===== config.mk =====
export PLATFORM = sky130hd
export DESIGN_NAME = tick_divider_flat
export DESIGN_NICKNAME = d
export VERILOG_FILES = /design/src/rtl/tick_divider_pkg.sv /design/src/rtl/tick_divider_if.sv /design/src/rtl/tick_divider_channel.sv /design/src/rtl/tick_divider.sv /design/src/flat_wrapper.sv
export SDC_FILE = /design/constraint.sdc
export NUM_CORES = 1
export LEC_CHECK = 0
export CORE_MARGIN = 3
export CORE_UTILIZATION = 50
export DETAILED_ROUTE_END_ITERATION = 12
export HOLD_SLACK_MARGIN = 0.08
export PLACE_DENSITY = 0.68
export SETUP_SLACK_MARGIN = 0.02
export SLEW_MARGIN = 20
export SYNTH_ARGS = -nofsm -noshare
export SYNTH_HDL_FRONTEND = slang
export SYNTH_SLANG_ARGS = --single-unit

===== constraint.sdc =====
create_clock -name i_clk -period 7.12 [get_ports i_clk]
set_clock_uncertainty 0.2 [all_clocks]
set_input_delay 0.712 -clock i_clk [delete_from_list [all_inputs] [get_ports i_clk]]
set_output_delay 0.712 -clock i_clk [all_outputs]
set_load 0.02 [all_outputs]

===== src/rtl/tick_divider_pkg.sv =====
// ============================================================================
// tick_divider_pkg : shared defaults, divisor type and channel-select width
// Revision: 1.0
// ============================================================================
`default_nettype none

package tick_divider_pkg;

   localparam int TD_CNT_W       = 16;
   localparam int TD_DEFAULT_DIV = 624;

   typedef logic [TD_CNT_W-1:0] div_t;

   function automatic int ch_width(input int num_ch);
      return (num_ch > 1) ? $clog2(num_ch) : 1;
   endfunction

endpackage

`default_nettype wire


===== src/rtl/tick_divider_if.sv =====
// ============================================================================
// tick_divider_if : control/status bundle of the multi-channel tick divider
// Revision: 1.0
// ============================================================================
`default_nettype none

interface tick_divider_if
   import tick_divider_pkg::*;
#(
   parameter int NUM_CH = 4,
   parameter int CNT_W  = TD_CNT_W
);
   localparam int CH_W = ch_width(NUM_CH);

   logic [NUM_CH-1:0] i_en;
   logic              i_sync;
   logic              i_wr_en;
   logic [CH_W-1:0]   i_wr_ch;
   logic [CNT_W-1:0]  i_wr_div;
   logic [NUM_CH-1:0] o_tick;
   logic [NUM_CH-1:0] o_clk;
   logic [NUM_CH-1:0] o_pending;

   modport master (
      output i_en, i_sync, i_wr_en, i_wr_ch, i_wr_div,
      input  o_tick, o_clk, o_pending
   );

   modport slave (
      input  i_en, i_sync, i_wr_en, i_wr_ch, i_wr_div,
      output o_tick, o_clk, o_pending
   );

endinterface

`default_nettype wire


===== src/rtl/tick_divider_channel.sv =====
// ============================================================================
// tick_channel : one divider slice (counter, active/shadow divisor, pending)
// Revision: 1.0
// ============================================================================
`default_nettype none

module tick_channel
   import tick_divider_pkg::*;
#(
   parameter int CNT_W       = TD_CNT_W,
   parameter int DEFAULT_DIV = TD_DEFAULT_DIV
) (
   input  wire logic             i_clk,
   input  wire logic             i_rst,
   input  wire logic             en_i,
   input  wire logic             sync_i,
   input  wire logic             wr_i,
   input  wire logic [CNT_W-1:0] wr_div_i,
   output logic                  tick_o,
   output logic                  clk_o,
   output logic                  pending_o
);

   logic [CNT_W-1:0] cnt_q, cnt_d;
   logic [CNT_W-1:0] act_q, act_d;
   logic [CNT_W-1:0] shd_q, shd_d;
   logic             pend_q, pend_d;
   logic             tick_q, tick_d;
   logic             clk_q, clk_d;

   always_comb begin
      cnt_d  = cnt_q;
      act_d  = act_q;
      shd_d  = shd_q;
      pend_d = pend_q;
      tick_d = 1'b0;
      clk_d  = clk_q;

      if (sync_i || !en_i) begin
         cnt_d = '0;
         clk_d = 1'b0;
         if (pend_q) begin
            act_d  = shd_q;
            pend_d = 1'b0;
         end
      end else if (cnt_q == act_q) begin
         cnt_d  = '0;
         tick_d = 1'b1;
         clk_d  = ~clk_q;
         // A write landing on the wrap itself is held for the next wrap
         if (pend_q && !wr_i) begin
            act_d  = shd_q;
            pend_d = 1'b0;
         end
      end else begin
         cnt_d = cnt_q + 1'b1;
      end

      if (wr_i) begin
         shd_d  = wr_div_i;
         pend_d = 1'b1;
      end
   end

   always_ff @(posedge i_clk or posedge i_rst) begin
      if (i_rst) begin
         cnt_q  <= '0;
         act_q  <= CNT_W'(DEFAULT_DIV);
         shd_q  <= CNT_W'(DEFAULT_DIV);
         pend_q <= 1'b0;
         tick_q <= 1'b0;
         clk_q  <= 1'b0;
      end else begin
         cnt_q  <= cnt_d;
         act_q  <= act_d;
         shd_q  <= shd_d;
         pend_q <= pend_d;
         tick_q <= tick_d;
         clk_q  <= clk_d;
      end
   end

   assign tick_o    = tick_q;
   assign clk_o     = clk_q;
   assign pending_o = pend_q;

endmodule

`default_nettype wire


===== src/rtl/tick_divider.sv =====
// ============================================================================
// tick_divider : NUM_CH programmable tick/square-clock dividers with shadowed
//                divisors, per-channel enable and global phase align
// Revision: 1.0
// ============================================================================
`default_nettype none

module tick_divider
   import tick_divider_pkg::*;
#(
   parameter int NUM_CH      = 4,
   parameter int CNT_W       = TD_CNT_W,
   parameter int DEFAULT_DIV = TD_DEFAULT_DIV
) (
   input  wire logic     i_clk,
   input  wire logic     i_rst,
   tick_divider_if.slave bus
);

   localparam int CH_W = ch_width(NUM_CH);

   logic [NUM_CH-1:0] w_tick;
   logic [NUM_CH-1:0] w_clk;
   logic [NUM_CH-1:0] w_pending;

   generate
      for (genvar c = 0; c < NUM_CH; c++) begin : g_ch
         // Select values at or beyond NUM_CH match no slice and are dropped
         logic w_wr_hit;
         assign w_wr_hit = bus.i_wr_en && (bus.i_wr_ch == CH_W'(c));

         tick_channel #(
            .CNT_W       (CNT_W),
            .DEFAULT_DIV (DEFAULT_DIV)
         ) u_ch (
            .i_clk     (i_clk),
            .i_rst     (i_rst),
            .en_i      (bus.i_en[c]),
            .sync_i    (bus.i_sync),
            .wr_i      (w_wr_hit),
            .wr_div_i  (bus.i_wr_div),
            .tick_o    (w_tick[c]),
            .clk_o     (w_clk[c]),
            .pending_o (w_pending[c])
         );
      end
   endgenerate

   assign bus.o_tick    = w_tick;
   assign bus.o_clk     = w_clk;
   assign bus.o_pending = w_pending;

endmodule

`default_nettype wire


===== src/flat_wrapper.sv =====
// flat-port wrapper written by rule: the top's interface ports become plain ports
module tick_divider_flat import tick_divider_pkg::*;
#(
   parameter int NUM_CH      = 4,
   parameter int CNT_W       = TD_CNT_W,
   parameter int DEFAULT_DIV = TD_DEFAULT_DIV
)
  (i_clk, i_rst, bus_i_en, bus_i_sync, bus_i_wr_en, bus_i_wr_ch, bus_i_wr_div, bus_o_tick, bus_o_clk, bus_o_pending);
  tick_divider_if #(.NUM_CH(NUM_CH), .CNT_W(CNT_W)) bus_i ();
  input  wire logic i_clk;
  input  wire logic i_rst;
  input wire logic [$bits(bus_i.i_en)-1:0] bus_i_en;
  input wire logic [$bits(bus_i.i_sync)-1:0] bus_i_sync;
  input wire logic [$bits(bus_i.i_wr_en)-1:0] bus_i_wr_en;
  input wire logic [$bits(bus_i.i_wr_ch)-1:0] bus_i_wr_ch;
  input wire logic [$bits(bus_i.i_wr_div)-1:0] bus_i_wr_div;
  output wire logic [$bits(bus_i.o_tick)-1:0] bus_o_tick;
  output wire logic [$bits(bus_i.o_clk)-1:0] bus_o_clk;
  output wire logic [$bits(bus_i.o_pending)-1:0] bus_o_pending;
  assign bus_i.i_en = bus_i_en;
  assign bus_i.i_sync = bus_i_sync;
  assign bus_i.i_wr_en = bus_i_wr_en;
  assign bus_i.i_wr_ch = bus_i_wr_ch;
  assign bus_i.i_wr_div = bus_i_wr_div;
  assign bus_o_tick = bus_i.o_tick;
  assign bus_o_clk = bus_i.o_clk;
  assign bus_o_pending = bus_i.o_pending;
  tick_divider #(.NUM_CH(NUM_CH), .CNT_W(CNT_W), .DEFAULT_DIV(DEFAULT_DIV)) u_core (.i_clk(i_clk), .i_rst(i_rst), .bus(bus_i));
endmodule

==> impl_results.md <==
* Status: finished clean
* Share of the synthesized area in the top cell type at 0.471
* #FFs+latches synth at 204
* Yosys warnings at 0
* Leakage at 4.62 nW
* Arrival @ worst endpoint at 3410 ps
* Startpoint Class: input pin
* Grt met1 use at 0.253
* Critical R2R Capture: u_core.g_ch[0].u_ch.act_q[11]
* Met2 Usage GRT at 0.301
* Worst R2R Start: u_core.g_ch[0].u_ch.act_q[5]
* Gr usage total at 0.182
* Share of cells above drive strength 1 at 0.278
* Core Box Area at 0.0176 sq mm
* Most frequent cell after synthesis: dfrtp_1
* Hold path startpoint: u_core.g_ch[3].u_ch.shd_q[7]
* Vias in the first global route at 5,660
* R2R setup slack at 4200 ps
* Sequential Area at 0.00514 sq mm
* Fill count at 1,377
* Busiest layer in global routing: met2
* Max-Cap Viols at 0
* RSZ-0062 raised after global routing: no
* RePlAce Congestion at 0.812
* CTS max path bufs at 3
* Grt ovf at 0
* Final Max Slew Viols at 0
* Via count at 5,257
* CTS buffer count at 23
* First-pass GRT wire length at 29,400 um
* Worst slew pin tran at 1070 ps
* Crit Path Category: input pin to flop
* Total Nets Final at 765
* Max H-tree Level at 1
* WHS at 286 ps
* Post_cts resized at 0
* Initial antenna violation count at 0
* R2R cell count at 5
* Worst Hold Path Cells at 1
* Cells after Synth at 700
* Final WS setup at 3880 ps
* Power Total at 3.34 mW
* Row count at 48
* Number of flops mapped to enable cells by yosys at 0
* Die width at 141 um
* Layout area overhead at 14.9%
* Post-synth ARST share at 1.00
* Post-CTS setup buffer count at 0
* Starting DRT DRC Count at 262
* Worst rel slew slack at 0.289
* Mapped Area at 0.00913 sq mm
* Post-synth top cells: dfrtp_1 (172), xor2_1 (102), mux2_2 (97)
* Worst min path class: flop to flop
* Fmax at 0.309 GHz
* Setup violators final at 0
* Post-synth top area cell: dfrtp_1
* Routed wire length at 17,600 um
* Worst skew pair latency at 500 ps
* Ranking of synthesized cells by area: dfrtp_1 (47%), mux2_2 (12%), xor2_1 (9.8%), dfstp_2 (9.2%), mux2_4 (3.3%)
* Clock transition at the registers of the reported paths at 60 ps
* Initial core utilization at 0.519
* Crit path capture type: flop
* DP Cell Count at 935
* Clock Root Buffer: clkbuf_16
* Multi-input gate area at 0.00377 sq mm
* Sequential-to-total area share from yosys stat at 0.564
* Avg Cell Area, Syn at 13.0 sq um
* Largest net degree at the start of global routing at 124
* IO Count at 38
* Die Ht at 141 um
* Die ar. at 0.0199 sq mm
* Drt pass-1 iters at 4
* Tcrit/Tclk final at 0.455
* CP max FO at 18
* Sum Neg Setup Slack at 0 ps
* DRT antenna net count at 0
* Place WS at 3370 ps
* Tmin final at 3240 ps
* Routed WL per cell at 18.0 um
* Maximum vdd drop at 242 uV
* Critical Path RT at 7300 ps
* Netlist cell types at 38
* Post-CTS Hold Fix Bufs at 0
* Synth Net Count at 730
* Hold endpoint: u_core.g_ch[3].u_ch.act_q[7]
* Top FF cell, synth: dfrtp_1
* GR Util met3 at 0.0302
* Pwr dens at 318 mW/mm^2
* CTS sink count at 204
* Port Buffers at 37
* CTS tree: yes
* DRC violations left at 0
* Detailed Place HPWL at 12,100 um
* Vias/cell at 5.38
* Fin cells at 977
* Ant diodes at 0
* Hold Fails Final Rpt at 0
per-layer routing:
layer | wire [um] | vias up
li1 | - | 2446
met1 | 8220 | 2704
met2 | 8370 | 74
met3 | 603 | 33
met4 | 412 | 0
met5 | 0 | -
worst max-delay path, cell delays in order:
cell,delay [ps]
clkdlybuf4s50_1,530
nand3b_1,670
o21ai_0,250
a21oi_2,820
mux2_2,420
placed cells by master (no fill, tap or decap), drive strengths merged, types with 2 or more instances in the layout:
cell,n
o21ai,3
nand2b,5
clkbuf,34
mux2,128
nand4,14
and4,6
bufinv,5
dfrtp,172
nand2,26
xor2,102
clkdlybuf4s50,37
and2,3
nor4,17
ha,4
and3,15
xnor2,22
nor2b,4
nand3b,2
dfstp,32
a21oi,3
inv,5
nor2,79
buf,3
nand3,23
nor3,2
state kept, by name (all words and copies together) (netlist names):
signal / count
u_core.g_ch.u_ch.tick_o: 4
u_core.g_ch.u_ch.shd_q: 64
u_core.g_ch.u_ch.cnt_q: 64
u_core.g_ch.u_ch.clk_o: 4
u_core.g_ch.u_ch.pending_o: 4
u_core.g_ch.u_ch.act_q: 64
layout make-up:
class	instances	area share
Clock inverter	8	0.0163
Timing Repair Buffer	40	0.0378
Sequential cell	204	0.491
Tap cell	225	0.0268
Multi-Input combinational cell	462	0.360
Inverter	4	0.00215
Clock buffer	34	0.0665
worst max path at each step:
stage | startpoint | to | slack [ps] | cells after the start
2_1_floorplan | i_rst | u_core.g_ch[0].u_ch.act_q[0] | 690 | 1
3_3_place_gp | bus_i_wr_ch[0] | u_core.g_ch[2].u_ch.act_q[15] | 3480 | 5
3_5_place_dp | bus_i_wr_ch[0] | u_core.g_ch[2].u_ch.act_q[14] | 3370 | 5
4_1_cts | bus_i_wr_ch[0] | u_core.g_ch[2].u_ch.act_q[14] | 3860 | 5
5_1_grt | bus_i_wr_ch[1] | u_core.g_ch[1].u_ch.act_q[10] | 3720 | 5
6_report | bus_i_wr_ch[0] | u_core.g_ch[2].u_ch.act_q[14] | 3880 | 5
cell families after synthesis:
group / synth area share
compound gates: 0.00850
fa+ha+maj: 0.00548
xor+xnor: 0.119
buf+inv: 0.0238
mux: 0.166
flops: 0.564
simple gates: 0.113
where the power goes:
| part | leakage [nW] | switching [mW] | internal, mW | total (mW) |
|---|---|---|---|---|
| clock | 0.424 | 0.457 | 0.857 | 1.31 |
| combinational | 1.66 | 0.186 | 0.274 | 0.460 |
| sequential | 2.54 | 0.151 | 1.41 | 1.56 |
stage by stage:
stage               utilization  instance area, sq um
global placement          0.546                  9610
CTS                       0.596                 10500
finish                    0.596                 10500
detailed placement        0.546                  9610
floorplan                     -                  9130
global route              0.596                 10500
Power figures use the tool's default switching activity.
